==> src/rtl/gpio_input_debounce.sv <==
// rtl/gpio_input_debounce.sv - GPIO input synchroniser, debouncer and event-flag register block
// Optional feature macro: GPIO_DEBOUNCE_IRQ_EN (registered event-pending irq output)
module gpio_input_debounce #(
    parameter int N_IN            = 4,
    parameter int DEBOUNCE_CYCLES = 1000000,
    parameter int CNT_W           = 20
) (
    input  logic            bus_clk,
    input  logic            quiesce,
    input  logic [N_IN-1:0] pins_in,
    input  logic            rden,
    input  logic [4:0]      addr,
    output logic [7:0]      rd_data,
    output logic [N_IN-1:0] stable,
    output logic            irq
);

    // Terminal count: the cycle on which a persistent difference is accepted.
    localparam logic [CNT_W-1:0] L_CNT_MAX   = CNT_W'(DEBOUNCE_CYCLES - 1);
    localparam logic [7:0]       L_NIN_VALUE = {4'h0, 4'(N_IN)};

    logic [N_IN-1:0]  r_s1;
    logic [N_IN-1:0]  r_s2;
    logic [CNT_W-1:0] r_cnt [N_IN];
    logic [N_IN-1:0]  r_stable;
    logic [N_IN-1:0]  r_rise;
    logic [N_IN-1:0]  r_fall;
    logic [7:0]       r_rd_data;

    logic [CNT_W-1:0] w_cnt_nxt [N_IN];
    logic [N_IN-1:0]  w_stable_nxt;
    logic [N_IN-1:0]  w_rise_nxt;
    logic [N_IN-1:0]  w_fall_nxt;
    logic             w_clr_rise;
    logic             w_clr_fall;
    logic [7:0]       w_stable_ext;
    logic [7:0]       w_rise_ext;
    logic [7:0]       w_fall_ext;
    logic [7:0]       w_rd_mux;

    assign stable  = r_stable;
    assign rd_data = r_rd_data;

    // Two-flop synchroniser; only r_s2 is allowed to feed the debouncer.
    always_ff @(posedge bus_clk or posedge quiesce) begin
        if (quiesce) begin
            r_s1 <= '0;
            r_s2 <= '0;
        end else begin
            r_s1 <= pins_in;
            r_s2 <= r_s1;
        end
    end

    // Per-bit debounce: count consecutive disagreeing cycles, accept at terminal count.
    always_comb begin
        w_stable_nxt = r_stable;
        for (int i = 0; i < N_IN; i++) begin
            w_cnt_nxt[i] = '0;
            if (r_s2[i] != r_stable[i]) begin
                if (r_cnt[i] == L_CNT_MAX) begin
                    w_stable_nxt[i] = r_s2[i];
                end else begin
                    w_cnt_nxt[i] = r_cnt[i] + 1'b1;
                end
            end
        end
    end

    // Debounce counters and accepted levels.
    always_ff @(posedge bus_clk or posedge quiesce) begin
        if (quiesce) begin
            r_stable <= '0;
            for (int i = 0; i < N_IN; i++) begin
                r_cnt[i] <= '0;
            end
        end else begin
            r_stable <= w_stable_nxt;
            for (int i = 0; i < N_IN; i++) begin
                r_cnt[i] <= w_cnt_nxt[i];
            end
        end
    end

    // Sticky flags: a read clears them, but an event in the same edge is kept.
    assign w_clr_rise = rden && (addr == 5'd1);
    assign w_clr_fall = rden && (addr == 5'd2);
    assign w_rise_nxt = (r_rise & ~{N_IN{w_clr_rise}}) | (w_stable_nxt & ~r_stable);
    assign w_fall_nxt = (r_fall & ~{N_IN{w_clr_fall}}) | (~w_stable_nxt & r_stable);

    // Event flag registers.
    always_ff @(posedge bus_clk or posedge quiesce) begin
        if (quiesce) begin
            r_rise <= '0;
            r_fall <= '0;
        end else begin
            r_rise <= w_rise_nxt;
            r_fall <= w_fall_nxt;
        end
    end

    // Zero-extend the per-bit vectors and select the addressed register.
    always_comb begin
        w_stable_ext              = '0;
        w_rise_ext                = '0;
        w_fall_ext                = '0;
        w_stable_ext[N_IN-1:0]    = r_stable;
        w_rise_ext[N_IN-1:0]      = r_rise;
        w_fall_ext[N_IN-1:0]      = r_fall;
        case (addr)
            5'd0:    w_rd_mux = w_stable_ext;
            5'd1:    w_rd_mux = w_rise_ext;
            5'd2:    w_rd_mux = w_fall_ext;
            5'd3:    w_rd_mux = L_NIN_VALUE;
            default: w_rd_mux = 8'h00;
        endcase
    end

    // Read data is captured on rden and held until the next read.
    always_ff @(posedge bus_clk or posedge quiesce) begin
        if (quiesce) begin
            r_rd_data <= 8'h00;
        end else if (rden) begin
            r_rd_data <= w_rd_mux;
        end
    end

`ifdef GPIO_DEBOUNCE_IRQ_EN
    logic r_irq;

    // Event-pending flag follows the flags' next-state so it tracks them edge for edge.
    always_ff @(posedge bus_clk or posedge quiesce) begin
        if (quiesce) begin
            r_irq <= 1'b0;
        end else begin
            r_irq <= |(w_rise_nxt | w_fall_nxt);
        end
    end

    assign irq = r_irq;
`else
    assign irq = 1'b0;
`endif

endmodule

==> config.mk <==
export PLATFORM = sky130hd
export DESIGN_NAME = gpio_input_debounce
export DESIGN_NICKNAME = d
export VERILOG_FILES = /design/src/rtl/gpio_input_debounce.sv
export SDC_FILE = /design/constraint.sdc
export NUM_CORES = 1
export LEC_CHECK = 0
export ABC_AREA = 0
export CAP_MARGIN = 10
export CORE_UTILIZATION = 65
export DETAILED_ROUTE_END_ITERATION = 12
export PLACE_DENSITY = 0.92
export SLEW_MARGIN = 20
export SYNTH_ARGS = -nofsm -noshare
export SYNTH_HDL_FRONTEND = slang
export SYNTH_SLANG_ARGS = --single-unit
==> constraint.sdc <==
create_clock -name bus_clk -period 7.25 [get_ports bus_clk]
set_clock_uncertainty 0.2 [all_clocks]
set_input_delay 1.0875 -clock bus_clk [delete_from_list [all_inputs] [get_ports bus_clk]]
set_output_delay 1.0875 -clock bus_clk [all_outputs]
set_load 0.01 [all_outputs]
==> qor.log <==
qor: outcome.status completed
qor: drt.postRouteWirelength 10.1 mm
qor: setup_path.critical_path_peak_fanout 5
qor: synthesis.top_cells_by_area_in_the_synthesized_netlist sky130_fd_sc_hd__dfrtp_1, sky130_fd_sc_hd__xnor2_1, sky130_fd_sc_hd__nor2_1, sky130_fd_sc_hd__xor2_1, sky130_fd_sc_hd__nand3_1
qor: sta.setup_tns 0 ps
qor: pwr.netSwitchingPower 0.000225 W
qor: cts.cts_tree done
qor: global_route.grt_start_max_net_pins 57
qor: synthesis.synth_warnings 0
qor: global_route.grt_first_pass_wirelength 17.2 mm
qor: pwr.p_comb_share 4.8%
qor: setup_path.path_buf_inv 1
qor: die.die-area 8050 um2
qor: pwr.power.total 0.00100 W
qor: synthesis.synth_async_sr_flop_share 100%
qor: place.dp.final_hpwl 6.84 mm
qor: place.gpl_wtd_cong 0.881
qor: setup_path.worstSetupEndpointType output port
qor: place.placement.io_buffers 19
qor: global_route.globalRouteTotalUtil 26.3%
qor: setup_path.critical_path.cell_chain clkdlybuf4s50_1
qor: setup_path.timing.critical_path.slowest_stage_cell sky130_fd_sc_hd__clkdlybuf4s50_1
qor: drt.detailroute.via_count 3907
qor: setup_path.crit_path_start_kind flop
qor: cts.cts_max_path_buffers 2
qor: cts.ctsHtreeMaxLevel 3
qor: sta.post-route-period-util 37.3%
qor: pwr.seq_power_share 60.0%
qor: die.number_of_standard_cell_rows_in_the_floorplan 31
qor: synthesis.synth_area_per_cell 9.87 um2
qor: synthesis.synth_most_common_cell sky130_fd_sc_hd__dfrtp_1
qor: synthesis.synthDominantAreaCellType sky130_fd_sc_hd__dfrtp_1
qor: layout.design_area 5470 um2
qor: layout.drive_gt1_share 5.49%
qor: layout.stdcell_count 627
qor: setup_path.worst-endpoint-required 5960 ps
qor: pwr.share_clk_of_total_power 35.2%
qor: sta.hold_violations 0
qor: job.drv.max_cap_violation_count 0
qor: cts.postCtsSetupRepairBufs 0
qor: cts.cts.hold.buffers_added 0
qor: die.core_box_area 7330 um2
qor: sta.max_freq 0.369 GHz
qor: sta.worst_slew_pin_slew 940 ps
qor: cts.clock_latency_reported_for_the_late_side_of_the_worst_skew_pair 360 ps
qor: global_route.total_global_routing_overflow 0
qor: die.die_w 89.7 um
qor: synthesis.synth-edff-count 0
qor: synthesis.synth_seq_area_share 52.0%
qor: cts.cts.root.buffer_cell sky130_fd_sc_hd__clkbuf_8
qor: die.fp.dieH 89.7 um
qor: drt.wire_per_inst 16.1 um
qor: sta.fin_crit 2710 ps
qor: global_route.vias_in_the_first_global_route 3934
qor: pwr.intPower 0.000776 W
qor: die.initial_core_util 68.2%
qor: place.post_dp_cell_area 5270 um2
qor: cts.cts_sinks 104
qor: layout.finish.net_count 540
qor: pwr.power.ir.vdd_worst 0.135 mV
qor: cts.postCtsResizedCells 0
qor: sta.setup_viol 0
qor: cts.cts.reportedPaths.clkPinSlew 90 ps
qor: drt.drt.antenna.violating_nets 0
qor: setup_path.critical-path-top-delay-family buffers and inverters
qor: synthesis.post_synth_num_cell_types 40
qor: drt.remaining_drc_errors 0
qor: synthesis.number_of_storage_elements_in_the_synthesis_netlist 104
qor: synthesis.leading_post_synthesis_cells_by_instance_count sky130_fd_sc_hd__dfrtp_1, sky130_fd_sc_hd__nor2_1, sky130_fd_sc_hd__nand3_1, sky130_fd_sc_hd__xnor2_1, sky130_fd_sc_hd__a21oi_1
qor: setup_path.critical_path_arrival 1420 ps
qor: drt.first_iter_violations 239
qor: drt.detailedRoute.firstPassIterationCount 5
qor: setup_path.worst_path_largest_cell_delay 580 ps
qor: synthesis.dominantRegCellSynth sky130_fd_sc_hd__dfrtp_1
qor: synthesis.syn_inst 507
qor: synthesis.synthesis.area 5000 um2
qor: global_route.number_of_antenna_violations_at_the_first_check_in_global_routing 0
qor: sta.relSlewSlack 36.6%
qor: pwr.power.leakage 2.17 nW
qor: pwr.power.density 183 nW/um2
qor: layout.synthToLayoutAreaGrowth 9.28%
qor: setup_path.crit_type reg -> out
qor: cts.cts_inserted_buffers 9
qor: pwr.power_switching_share 22.5%
qor: drt.drt-vias-per-instance 6.23
qor: sta.maxSlewViolCount 0
qor: synthesis.post-synth-top-area-fraction 52.0%
qor: place.place_inst 612
qor: layout.ant_diodes 0
qor: die.number_of_top_level_design_ports 25
qor: worst_hold_path.timing.hold.worst.class reg -> reg
qor: sta.rsz0062_at_grt no
==> placed cells by master (no fill, tap or decap), types with 3 or more instances in the layout <==
cell type                         count
sky130_fd_sc_hd__a21oi_1             28
sky130_fd_sc_hd__a32o_1               6
sky130_fd_sc_hd__and2_1               3
sky130_fd_sc_hd__and3_1               8
sky130_fd_sc_hd__buf_4                4
sky130_fd_sc_hd__clkbuf_1             3
sky130_fd_sc_hd__clkbuf_8            10
sky130_fd_sc_hd__clkdlybuf4s50_1     19
sky130_fd_sc_hd__conb_1               5
sky130_fd_sc_hd__dfrtp_1            104
sky130_fd_sc_hd__ha_1                 4
sky130_fd_sc_hd__inv_1               23
sky130_fd_sc_hd__mux2i_1              7
sky130_fd_sc_hd__nand2_1             26
sky130_fd_sc_hd__nand3_1             30
sky130_fd_sc_hd__nand4_1             20
sky130_fd_sc_hd__nor2_1              59
sky130_fd_sc_hd__nor3_1              16
sky130_fd_sc_hd__nor4_1              11
sky130_fd_sc_hd__o21ai_0             21
sky130_fd_sc_hd__o22ai_1              3
sky130_fd_sc_hd__o31ai_1              8
sky130_fd_sc_hd__or3_1               17
sky130_fd_sc_hd__or4_1               15
sky130_fd_sc_hd__xnor2_1             30
sky130_fd_sc_hd__xor2_1              21
==> cells by family after synthesis <==
| kind of cell | after synthesis | share of synthesized area [%] |
|---|---|---|
| compound gates | 70 | 8.60 |
| xor+xnor | 51 | 8.93 |
| fa+ha+maj | 4 | 1.00 |
| buf+inv | 45 | 3.83 |
| flops | 104 | 52.0 |
| mux | 8 | 1.63 |
| other cells | 1 | 0.0750 |
| simple gates | 224 | 23.9 |
==> area by class of cell <==
type                    count  area [um2]
clock buffers              13         149
repair buffers             23         220
multi-input cells         362        2240
fillers                   482        1860
well taps                  99         124
flip-flops and latches    104        2600
clock inverters             2        38.8
inverters                  24        92.6
==> layer usage <==
layer / GRT usage [%] / part of all wire, % / up-vias
li1: - / - / 1821
met1: 31.3 / 42 / 1914
met2: 46.3 / 52 / 147
met3: 5.67 / 4.8 / 25
met4: 10.9 / 1.7 / 0
met5: 0 / 0 / -
==> power by group through the flow <==
stage / Clock, W / Combinational, W / Sequential, W
floorplan: 0 / 0.0000334 / 0.000609
CTS: 0.000361 / 0.0000486 / 0.000600
global placement: 0 / 0.0000458 / 0.000610
global route: 0.000382 / 0.0000548 / 0.000601
detailed placement: 0 / 0.0000481 / 0.000611
finish: 0.000352 / 0.0000477 / 0.000600
==> registers in the layout (all words and copies together) (netlist names) <==
register / cells
stable: 4
rd_data: 4
r_s1: 4
r_s2: 4
r_rise: 4
r_fall: 4
r_cnt: 80
==> stage by stage <==
stage	util, %	hold slack (ps)	setup slack [ps]
final	74.6	154	4540
after global routing	74.6	174	4510
after CTS	74.4	157	4530
after detailed placement	71.9	136	4320
after global placement	71.9	136	4380
after floorplan	-	131	3230
==> path summary, 6_finish.rpt <==
| path | from | end | slack [ps] | cells after the start |
|---|---|---|---|---|
| max | stable[3] | stable[3] | 4540 | 1 |
| min | r_s1[1] | r_s2[1] | 150 | 0 |
| max reg2reg | r_cnt[60] | r_cnt[78] | 4660 | 6 |
| min reg2reg | r_s1[1] | r_s2[1] | 150 | 0 |
| max in group asynchronous | quiesce | r_cnt[29] | 4780 | 3 |
| min in group asynchronous | quiesce | r_cnt[0] | 940 | 2 |
Note: power is estimated with default switching activity, not from simulation.
